==> config.mk <==
export PLATFORM = sky130hd
export DESIGN_NAME = softmax_max_seq_flat
export DESIGN_NICKNAME = d
export VERILOG_FILES = /design/src/rtl/softmax_max_seq_if.sv /design/src/rtl/softmax_max_seq.sv /design/src/flat_wrapper.sv
export SDC_FILE = /design/constraint.sdc
export NUM_CORES = 1
export LEC_CHECK = 0
export BUFFER_PORTS_ARGS = -buffer_cell sky130_fd_sc_hd__clkbuf_2
export CORE_UTILIZATION = 54
export DETAILED_ROUTE_END_ITERATION = 8
export PLACE_DENSITY_LB_ADDON = 0.1
export SLEW_MARGIN = 20
export SYNTH_ARGS = -nofsm -noshare
export SYNTH_HDL_FRONTEND = slang
export SYNTH_SLANG_ARGS = --single-unit
==> constraint.sdc <==
create_clock -name clk -period 2.5 [get_ports clk]
set_input_delay 0.5 -clock clk [delete_from_list [all_inputs] [get_ports clk]]
set_output_delay 0.5 -clock clk [all_outputs]
set_load 0.02 [all_outputs]
==> src/rtl/softmax_max_seq_if.sv <==
// Handshake and result bundle for the Softmax running-maximum sequencer.
// master = score buffer / consumer side, slave = the sequencer itself.
interface softmax_max_seq_if #(
  parameter int DATA_WIDTH = 8,
  parameter int LEN_WIDTH  = 8
) ();
  // Both channels use valid/ready: a transfer happens on a rising clk edge
  // where valid and ready are both high; valid never waits on ready.
  logic                  start;
  logic [LEN_WIDTH-1:0]  vec_len;
  logic                  abort;
  logic                  in_valid;
  logic                  in_ready;
  logic [DATA_WIDTH-1:0] in_data;
  logic                  out_valid;
  logic                  out_ready;
  logic [DATA_WIDTH-1:0] max_val;
  logic [LEN_WIDTH-1:0]  max_idx;
  logic                  empty;
  logic                  busy;

  modport master (
    output start, vec_len, abort, in_valid, in_data, out_ready,
    input  in_ready, out_valid, max_val, max_idx, empty, busy
  );

  modport slave (
    input  start, vec_len, abort, in_valid, in_data, out_ready,
    output in_ready, out_valid, max_val, max_idx, empty, busy
  );
endinterface

==> src/rtl/softmax_max_seq.sv <==
// Streams one signed vector through a compare-exchange stage and reports the
// maximum and the index of its first occurrence for the max-subtraction step.
module softmax_max_seq #(
  parameter int DATA_WIDTH = 8,
  parameter int LEN_WIDTH  = 8
) (
  input  logic                 clk,
  input  logic                 rst,
  softmax_max_seq_if.slave     bus,
  output logic [1:0]           state_dbg
);
  localparam logic [1:0] S_IDLE = 2'd0;
  localparam logic [1:0] S_RUN  = 2'd1;
  localparam logic [1:0] S_DONE = 2'd2;

  localparam logic [DATA_WIDTH-1:0] MIN_VAL = {1'b1, {(DATA_WIDTH-1){1'b0}}};

  logic [1:0]            state_q, state_d;
  logic [LEN_WIDTH-1:0]  cnt_q, cnt_d;
  logic [LEN_WIDTH-1:0]  len_q, len_d;
  logic [DATA_WIDTH-1:0] max_val_q, max_val_d;
  logic [LEN_WIDTH-1:0]  max_idx_q, max_idx_d;
  logic                  empty_q, empty_d;
  logic                  beat;

  // Handshake outputs decode only the registered state.
  assign bus.in_ready  = (state_q == S_RUN);
  assign bus.out_valid = (state_q == S_DONE);
  assign bus.busy      = (state_q != S_IDLE);
  assign bus.max_val   = max_val_q;
  assign bus.max_idx   = max_idx_q;
  assign bus.empty     = empty_q;
  assign state_dbg     = state_q;

  assign beat = bus.in_valid && (state_q == S_RUN);

  always_comb begin
    state_d   = state_q;
    cnt_d     = cnt_q;
    len_d     = len_q;
    max_val_d = max_val_q;
    max_idx_d = max_idx_q;
    empty_d   = empty_q;
    if (bus.abort) begin
      // Result registers keep their last values; only the sequencing resets.
      state_d = S_IDLE;
      cnt_d   = '0;
    end else begin
      case (state_q)
        S_IDLE: begin
          if (bus.start) begin
            len_d = bus.vec_len;
            cnt_d = '0;
            if (bus.vec_len != '0) begin
              state_d = S_RUN;
              empty_d = 1'b0;
            end else begin
              state_d   = S_DONE;
              max_val_d = MIN_VAL;
              max_idx_d = '0;
              empty_d   = 1'b1;
            end
          end
        end
        S_RUN: begin
          if (beat) begin
            // Strict compare keeps the earliest index on ties.
            if ((cnt_q == '0) || ($signed(bus.in_data) > $signed(max_val_q))) begin
              max_val_d = bus.in_data;
              max_idx_d = cnt_q;
            end
            cnt_d = cnt_q + 1'b1;
            if (cnt_q == len_q - 1'b1) begin
              state_d = S_DONE;
            end
          end
        end
        S_DONE: begin
          if (bus.out_ready) begin
            state_d = S_IDLE;
          end
        end
        default: state_d = S_IDLE;
      endcase
    end
  end

  always_ff @(posedge clk or posedge rst) begin
    if (rst) begin
      state_q   <= S_IDLE;
      cnt_q     <= '0;
      len_q     <= '0;
      max_val_q <= '0;
      max_idx_q <= '0;
      empty_q   <= 1'b0;
    end else begin
      state_q   <= state_d;
      cnt_q     <= cnt_d;
      len_q     <= len_d;
      max_val_q <= max_val_d;
      max_idx_q <= max_idx_d;
      empty_q   <= empty_d;
    end
  end
endmodule

==> src/flat_wrapper.sv <==
// flat-port wrapper written by rule: the top's interface ports become plain ports
module softmax_max_seq_flat 
#(
  parameter int DATA_WIDTH = 8,
  parameter int LEN_WIDTH  = 8
)
  (clk, rst, state_dbg, bus_start, bus_vec_len, bus_abort, bus_in_valid, bus_in_data, bus_out_ready, bus_in_ready, bus_out_valid, bus_max_val, bus_max_idx, bus_empty, bus_busy);
  softmax_max_seq_if #(.DATA_WIDTH(DATA_WIDTH), .LEN_WIDTH(LEN_WIDTH)) bus_i ();
  input  logic clk;
  input  logic rst;
  output logic [1:0] state_dbg;
  input wire logic [$bits(bus_i.start)-1:0] bus_start;
  input wire logic [$bits(bus_i.vec_len)-1:0] bus_vec_len;
  input wire logic [$bits(bus_i.abort)-1:0] bus_abort;
  input wire logic [$bits(bus_i.in_valid)-1:0] bus_in_valid;
  input wire logic [$bits(bus_i.in_data)-1:0] bus_in_data;
  input wire logic [$bits(bus_i.out_ready)-1:0] bus_out_ready;
  output wire logic [$bits(bus_i.in_ready)-1:0] bus_in_ready;
  output wire logic [$bits(bus_i.out_valid)-1:0] bus_out_valid;
  output wire logic [$bits(bus_i.max_val)-1:0] bus_max_val;
  output wire logic [$bits(bus_i.max_idx)-1:0] bus_max_idx;
  output wire logic [$bits(bus_i.empty)-1:0] bus_empty;
  output wire logic [$bits(bus_i.busy)-1:0] bus_busy;
  assign bus_i.start = bus_start;
  assign bus_i.vec_len = bus_vec_len;
  assign bus_i.abort = bus_abort;
  assign bus_i.in_valid = bus_in_valid;
  assign bus_i.in_data = bus_in_data;
  assign bus_i.out_ready = bus_out_ready;
  assign bus_in_ready = bus_i.in_ready;
  assign bus_out_valid = bus_i.out_valid;
  assign bus_max_val = bus_i.max_val;
  assign bus_max_idx = bus_i.max_idx;
  assign bus_empty = bus_i.empty;
  assign bus_busy = bus_i.busy;
  softmax_max_seq #(.DATA_WIDTH(DATA_WIDTH), .LEN_WIDTH(LEN_WIDTH)) u_core (.clk(clk), .rst(rst), .bus(bus_i), .state_dbg(state_dbg));
endmodule
### After elaboration in Yosys (flattened, before gate mapping)

Index checks and enable logic that the tools add are counted.

* input bits: 22
* logic and storage cells: 55
* bits in registers: 35
* output and inout bits: 22

* add/sub/neg operators: 2
* eq/ne operators: 11
* bitwise gates (word level): 1
* mux-type cells: 22
* $lt $le $gt $ge: 1
* reductions and logical operators: 12

Operators with widths (count)
* $mux 8: 11
* $pmux 8 s2: 3
* $mux 2: 6
* $add 8x1->8 const B: 1
* $eq 8x8->1: 1
* $gt 8x8->1: 1
* $logic_not 8->1: 1
* $reduce_bool 8->1: 1
* $sub 8x1->8 const B: 1
* $ne 3x2->1 const B: 2
* $ne 3x3->1 const B: 2
* $pmux 2 s3: 1
* $reduce_and 3->1: 2
* $reduce_and 6->1: 1
* $ne 2x1->1 const B: 2
* $ne 2x2->1 const B: 2
* $reduce_and 4->1: 1
* $reduce_bool 2->1: 2
* $reduce_bool 3->1: 1
* $eq 2x1->1 const B: 1
* $eq 2x2->1 const B: 1
* $logic_not 2->1: 1
* $logic_and 1x1->1: 1
* $logic_or 1x1->1: 1
* other kinds (2): 2

### Longest topological paths before layout

Gate-level depths: netlist (run 1).

* depth in word-level cells: 6
* depth in mapped cells: 8
* depth with buffers taken out: 7

### Least setup slack after synthesis (run 1)

Ideal clock, no wire load.

* path type: register to register
* start point: register u_core.max_val_q[1], in the netlist u_core.bus.max_val[1]
* end point: register u_core.max_idx_q[0], in the netlist u_core.bus.max_idx[0]
* clock period less this slack: 1.954 ns
* data required time: 2.379 ns
* buffers on the path: 1
* library setup time: 0.121 ns
* stages on the path, launching flop included: 9
* path slack: 0.546 ns
* arrival: 1.833 ns
* cells stage by stage: dfrtp_1 inv_1 ha_1 nor2b_1 o211ai_1 a21oi_1 o2111a_1 buf_4 a22o_1

* longest elaborated chain between the ends: 4

RTL lines
* start, declared: RTL line softmax_max_seq.sv:21 `logic [DATA_WIDTH-1:0] max_val_q, max_val_d;`
* start signal, assigned: RTL line softmax_max_seq.sv:100 `max_val_q <= max_val_d;`
* $gt 8x8->1: RTL line softmax_max_seq.sv:68 `if ((cnt_q == '0) || ($signed(bus.in_data) > $signed(max_val_q))) begin`
* $logic_or 1x1->1: RTL line softmax_max_seq.sv:68
* $ne 2x1->1 (no line)
* $reduce_and 6->1 (no line)
* end signal, assigned: RTL line softmax_max_seq.sv:101 `max_idx_q <= max_idx_d;`
* end, declared: RTL line softmax_max_seq.sv:22 `logic [LEN_WIDTH-1:0] max_idx_q, max_idx_d;`

No other way between the ends.
A chain may end at the register's enable or synchronous reset.

### Final worst setup path (run 1)

* start point: register u_core.cnt_q[0]
* end point: register u_core.max_val_q[7], in the netlist u_core.bus.max_val[7]

* longest elaborated chain between the ends: 4

RTL lines
* start, declared: RTL line softmax_max_seq.sv:19 `logic [LEN_WIDTH-1:0] cnt_q, cnt_d;`
* start signal, assigned: RTL line softmax_max_seq.sv:98 `cnt_q <= cnt_d;`
* $logic_not 8->1: RTL line softmax_max_seq.sv:68
* $logic_or 1x1->1: RTL line softmax_max_seq.sv:68
* $ne 2x1->1 (no line)
* $reduce_and 6->1 (no line)

No other way between the ends.

==> results.txt, run 1 <==
Die Wd - 62.7 µm
Vias in the first global route - 1640
Critical Path RT - 2640 ps
Element type at the critical path end - flop
CTS tree - built
Crit-path cells - inv_1 > ha_1 > nor4b_1 > a21oi_1 > o2111ai_1 > o211ai_2 > a22oi_1
CTS buffer count - 5
CTS sink cnt - 35
Switching Power - 0.674 mW
Post-synth top area cell - dfrtp_1
Setup repair bufs after CTS - 0
Total grt overflow - 0
Fin crit share - 0.845
Post-synthesis compound-gate area fraction - 0.151
Drc violations - 0
Filler cells - 296
Post-Synth XOR/XNOR Area - 0.0792
Commonest cells after routing, fill and taps aside - clkbuf_2, dfrtp_1, inv_1
Synth cell types - 43
Register area share after synthesis - 0.440
Startpoint types - flop
Worst-margin pin slew - 686 ps
Top cell type's share of synthesized area - 0.440
Worst Clk Skew - 4.35 ps
Synth Register Bits - 35
Status - finished, final reports clean
Core Footprint - 3440 µm²
Power Density - 819 nW/µm²
Clk root buf - clkbuf_8
Minimum clock period - 2110 ps
Internal - 1.27 mW
Starting Density - 0.578
Maximum buffer depth of the clock tree - 2
Number of DRC markers in iteration 0 - 83
Largest net degree at the start of global routing - 36
CTS Hold Bufs - 0
First-pass GRT wire length - 7460 µm
Slew Viols, Final - 0
Via density - 5.65
HP Class - input pin to asynchronous set/reset pin
Pleak - 1.16 nW
Routed Wire Length - 4320 µm
Wire per inst - 14.9 µm
Crit path arrival time - 2250 ps
Cells after Synth - 195
H-tree levels - 2
Clk pwr share - 0.273
GR Util All Layers - 0.249
Routed Antenna Nets - 0
Non-filler cells, final - 289
Main combinational cell family by area after synthesis - simple AND/OR/NAND/NOR gates
Share of cells above drive strength 1 - 0.272
Post-synthesis simple-gate area fraction - 0.162
CP max stage delay - 600 ps
Post-CTS Resized - 0
Final Hold Viols - 0
Slew Limit Headroom - 0.542
Clk slew on worst S/H paths - 70 ps
Mux cell area share after synthesis - 0.0390
Syn-to-layout area delta - 19.4%
Nets - 275
Post-Syn Area - 1990 µm²
ANT cells - 0
IO buf count - 43
Placer Congestion - 0.851
Critical path's slowest cell - o211ai_2
Sw Ratio - 0.346
Synthesized-area fraction occupied by adder cells - 0.0692
Synth warnings - 0
Syn_nets - 228
Max-Cap Viols - 0
Clk Latency, worst-skew pair - 290 ps
Via Count - 1633
DRT Pass-1 Iters - 4
Die height - 62.7 µm
DP Cell Count - 281
WS Path Type - flop to flop
Die area - 3930 µm²
Comb power frac - 0.331
Commonest non-fill, non-tap cell in the layout - clkbuf_2
Max Fclk - 473 MHz
Worst-path fanout max - 16
FP Rows - 21
Syn_area_per_cell - 10.2 µm²
Peak VDD IR - 0.566 mV
Synth top area cells - dfrtp_1, ha_1, a22o_1
RSZ-0062 raised after global routing - false
Top Ports - 44
Final hold slack - 284 ps
Flop pwr share - 0.396
Hpwl dp - 3230 µm
Final setup TNS - 0 ps
Final setup fails - 0
Utilization after layout - 0.690
Initial antenna violation count - 0
stage by stage:
stage | total power, mW | cell area [µm²] | worst slack, ps
floorplan | 1.23 | 1990 | 546
global placement | 1.39 | 2260 | 345
detailed placement | 1.42 | 2260 | 281
CTS | 1.96 | 2370 | 397
global route | 2.07 | 2370 | 186
finish | 1.95 | 2370 | 387
metal layers:
metal / GRT usage / share of wire / wire (µm) / vias up
met4: 0.116 / 0.019 / 81 / 0
met3: 0.0584 / 0.041 / 175 / 8
met2: 0.428 / 0.52 / 2250 / 42
li1: - / - / - / 782
met5: 0 / 0 / 0 / -
met1: 0.293 / 0.42 / 1810 / 801
registers in the layout, indices dropped and copies added (netlist names):
signal,flops
u_core.bus.max_val,8
u_core.bus.empty,1
u_core.cnt_q,8
u_core.state_dbg,2
u_core.len_q,8
u_core.bus.max_idx,8
critical path, delay by kind of cell (launching register included):
kind            cells  cell delay (ps)
flops               1              360
compound gates      4             1180
simple gates        1              140
buf+inv             1               80
fa+ha+maj           1              200
power by group through the flow:
stage | Sequential (mW) | Combinational (mW) | Clock [mW]
floorplan | 0.836 | 0.394 | 0
global placement | 0.775 | 0.618 | 0
detailed placement | 0.782 | 0.637 | 0
CTS | 0.772 | 0.645 | 0.543
global route | 0.789 | 0.712 | 0.565
finish | 0.771 | 0.645 | 0.531
worst paths after layout:
kind,cells after the start,start,to,slack [ps]
worst max register to register,7,u_core.cnt_q[0],u_core.bus.max_val[7],390
min in group clk,3,bus_vec_len[0],u_core.len_q[0],420
worst max-delay path,7,u_core.cnt_q[0],u_core.bus.max_val[7],390
worst min register to register,1,u_core.bus.max_idx[0],u_core.bus.max_idx[0],510
worst min-delay path,3,rst,u_core.cnt_q[2],280
max in group asynchronous,3,rst,u_core.state_dbg[1],1910
synth_stat cells, drive strengths merged:
cell / n
a211oi: 2
a21oi: 7
a22o: 15
a22oi: 1
a311o: 1
a31oi: 1
and3b: 1
and4: 1
and4b: 1
buf: 6
clkbuf: 2
dfrtp: 35
ha: 11
inv: 20
mux2: 6
mux2i: 1
nand2: 10
nand2b: 2
nand3: 5
nand3b: 1
nand4: 5
nor2: 14
nor2b: 3
nor3: 7
nor3b: 2
nor4: 3
nor4b: 1
o2111a: 2
o2111ai: 1
o211ai: 2
o21ai: 3
o21bai: 1
o22ai: 1
o32a: 1
or2: 1
or4b: 1
xnor2: 6
xor2: 12
cell families (layout without fill, tap and decap cells):
| kind of cell | after synthesis | after routing |
|---|---|---|
| compound gates | 38 | 38 |
| xor+xnor | 18 | 18 |
| simple gates | 58 | 58 |
| mux | 7 | 7 |
| flops | 35 | 35 |
| buf+inv | 28 | 76 |
| fa+ha+maj | 11 | 11 |
layout make-up:
cell class | count | area, µm² | share of cell area
Clock inverter | 2 | 35.0 | 0.0148
Timing Repair Buffer | 48 | 253 | 0.106
Multi-Input combinational cell | 132 | 996 | 0.419
Sequential cell | 35 | 876 | 0.369
Inverter | 20 | 75.1 | 0.0316
Clock buffer | 6 | 82.6 | 0.0348
Tap cell | 46 | 57.6 | 0.0242
Power figures use the tool's default switching activity.
==> run 2, diff against run 1 <==
--- a/config.mk
+++ b/config.mk
@@ -6,7 +6,7 @@
 export NUM_CORES = 1
 export LEC_CHECK = 0
 export BUFFER_PORTS_ARGS = -buffer_cell sky130_fd_sc_hd__clkbuf_2
-export CORE_UTILIZATION = 54
+export CORE_UTILIZATION = 49
 export DETAILED_ROUTE_END_ITERATION = 8
 export PLACE_DENSITY_LB_ADDON = 0.1
 export SLEW_MARGIN = 20
==> constraint.sdc (replaced) <==
create_clock -name clk -period 1.8 [get_ports clk]
set_input_delay 0.36 -clock clk [delete_from_list [all_inputs] [get_ports clk]]
set_output_delay 0.36 -clock clk [all_outputs]
set_load 0.02 [all_outputs]
==> results.txt, run 2 (same netlist as run 1, synthesis figures left out) <==
Comb power frac - 0.390 (+0.059)
ANT cells - 0 (unchanged)
Die height - 65.7 µm (+4.8%)
Power Density - 1090 nW/µm² (+33%)
CTS buffer count - 5 (unchanged)
Status - complete, but fails checks
Syn-to-layout area delta - 35.7%
Clk pwr share - 0.245 (-0.028)
Core Footprint - 3770 µm² (+9.6%)
Max Fclk - 539 MHz (+14%)
Routed Antenna Nets - 0 (unchanged)
Startpoint types - flop
Final setup fails - 1 (+1)
Total grt overflow - 0 (unchanged)
Routed Wire Length - 4930 µm (+14%)
Starting Density - 0.528 (-0.0504)
Drc violations - 0 (unchanged)
First-pass GRT wire length - 8000 µm (+7.2%)
Max-Cap Viols - 0 (unchanged)
Minimum clock period - 1850 ps (-258 ps)
Slew Limit Headroom - 0.663 (+0.122)
Worst-margin pin slew - 500 ps (-185 ps)
Maximum buffer depth of the clock tree - 2 (unchanged)
Initial antenna violation count - 0 (unchanged)
Peak VDD IR - 0.808 mV (+43%)
Worst Clk Skew - 8.47 ps (+4.12 ps)
Crit path arrival time - 2060 ps (-190 ps)
WS Path Type - flop to flop
Die area - 4320 µm² (+9.9%)
Non-filler cells, final - 317 (+9.7%)
HP Class - input pin to asynchronous set/reset pin
Clk slew on worst S/H paths - 80 ps (about the same)
FF-to-FF path depth - 7 (unchanged)
CTS tree - built
Flop pwr share - 0.364 (-0.032)
Filler cells - 291 (-1.7%)
Placer Congestion - 0.832 (-2.2%)
GR Util All Layers - 0.248 (-0.00106)
CTS Hold Bufs - 0 (unchanged)
Clk Latency, worst-skew pair - 290 ps (about the same)
Hpwl dp - 3510 µm (+8.4%)
Nets - 301 (+9.5%)
Via density - 5.53 (-2.1%)
Worst-path fanout max - 3 (-13)
FP Rows - 22 (+4.8%)
DRT Pass-1 Iters - 5 (+1)
R2R Setup Slk - -50 ps (-440 ps)
Largest net degree at the start of global routing - 36 (unchanged)
Final hold slack - 126 ps (-157 ps)
Element type at the critical path end - flop
Critical Path RT - 2010 ps (-630 ps)
Commonest non-fill, non-tap cell in the layout - clkbuf_2
CTS sink cnt - 35 (unchanged)
RSZ-0062 raised after global routing - true
Fin crit share - 1.03 (+0.185)
Share of cells above drive strength 1 - 0.431 (+0.160)
Sw Ratio - 0.354 (+0.00805)
Via Count - 1753 (+7.3%)
Vias in the first global route - 1735 (+5.8%)
Die Wd - 65.7 µm (+4.8%)
Slew Viols, Final - 0 (unchanged)
IO buf count - 43 (unchanged)
DP Cell Count - 306 (+8.9%)
Final Worst Setup Slack - -54.9 ps (-442 ps)
H-tree levels - 2 (unchanged)
Internal - 1.91 mW (+50%)
Clk root buf - clkbuf_8
Number of DRC markers in iteration 0 - 107 (+29%)
Switching Power - 1.05 mW (+55%)
Commonest cells after routing, fill and taps aside - clkbuf_2, dfrtp_1, buf_4
Top Ports - 44 (unchanged)
Pleak - 1.31 nW (+13%)
Final Hold Viols - 0 (unchanged)
Wire per inst - 15.6 µm (+4.2%)
Violated checks - setup timing
==> run 2: cell types whose count changed in the layout (fill, tap and decap cells not counted), moves of 2 or more <==
cell	change
ha_4	+4
inv_1	-6
a21oi_2	+4
buf_4	+24
dfrtp_2	+4
ha_1	-4
inv_2	+6
dfrtp_1	-4
a21oi_1	-4
o2111a_2	+2
==> run 2: routing by layer <==
metal / wire length [µm] / share of wire / vias to the layer above / GRT usage
li1: - / - / 841 / -
met1: 2050 / 0.42 / 864 / 0.279
met2: 2630 / 0.53 / 44 / 0.450
met3: 192 / 0.039 / 4 / 0.0556
met4: 59 / 0.012 / 0 / 0.0924
met5: 0 / 0 / - / 0
==> run 2: stage by stage <==
stage,setup slack (ps),utilization,instance area [µm²],TNS (ps),power (mW)
3_5_place_dp,-114,0.654,2470,-1250,2.10
6_report,-54.9,0.716,2700,-54.9,2.95
2_1_floorplan,-58.4,-,2020,-521,1.73
3_3_place_gp,-47.4,0.654,2470,-731,2.06
5_1_grt,-125,0.716,2700,-1040,3.13
4_1_cts,-59.6,0.703,2650,-59.6,2.91
==> run 2: path summary, 6_finish.rpt <==
path / from / to
max: u_core.len_q[1] / u_core.state_dbg[1]
min: rst / u_core.bus.max_idx[6]
max reg2reg: u_core.len_q[1] / u_core.state_dbg[1]
min reg2reg: u_core.bus.max_idx[0] / u_core.bus.max_idx[0]
max in group asynchronous: rst / u_core.len_q[2]
min in group clk: bus_in_data[0] / u_core.bus.max_val[0]
==> run 2: timing repair <==
action                                  4_1_cts  5_1_grt
endpoints found under the setup margin       17       17
pin swaps                                     8        7
resized for setup                            14        5
setup buffers                                 1        2
gates cloned                                  1        0
==> run 2: worst max-delay path, stage by stage (launching register included) <==
cell,delay (ps)
dfrtp_1,400
inv_2,90
ha_4,150
nor3b_4,190
xnor2_1,130
nand2_1,90
or4b_4,520
a211oi_2,190
==> run 2: cell type report <==
type / instances / area, µm² / share of cell area
flip-flops and latches: 35 / 881 / 0.326
clock buffers: 5 / 68.8 / 0.0255
well taps: 48 / 60.1 / 0.0222
repair buffers: 73 / 453 / 0.168
multi-input cells: 133 / 1120 / 0.414
inverters: 20 / 75.1 / 0.0278
clock inverters: 3 / 43.8 / 0.0162
==> run 2: power by group through the flow <==
stage / clock [mW] / sequential, mW / combinational [mW]
floorplan: 0 / 1.17 / 0.563
global route: 0.772 / 1.09 / 1.27
detailed placement: 0 / 1.08 / 1.02
finish: 0.725 / 1.08 / 1.15
global placement: 0 / 1.07 / 0.996
CTS: 0.732 / 1.08 / 1.11
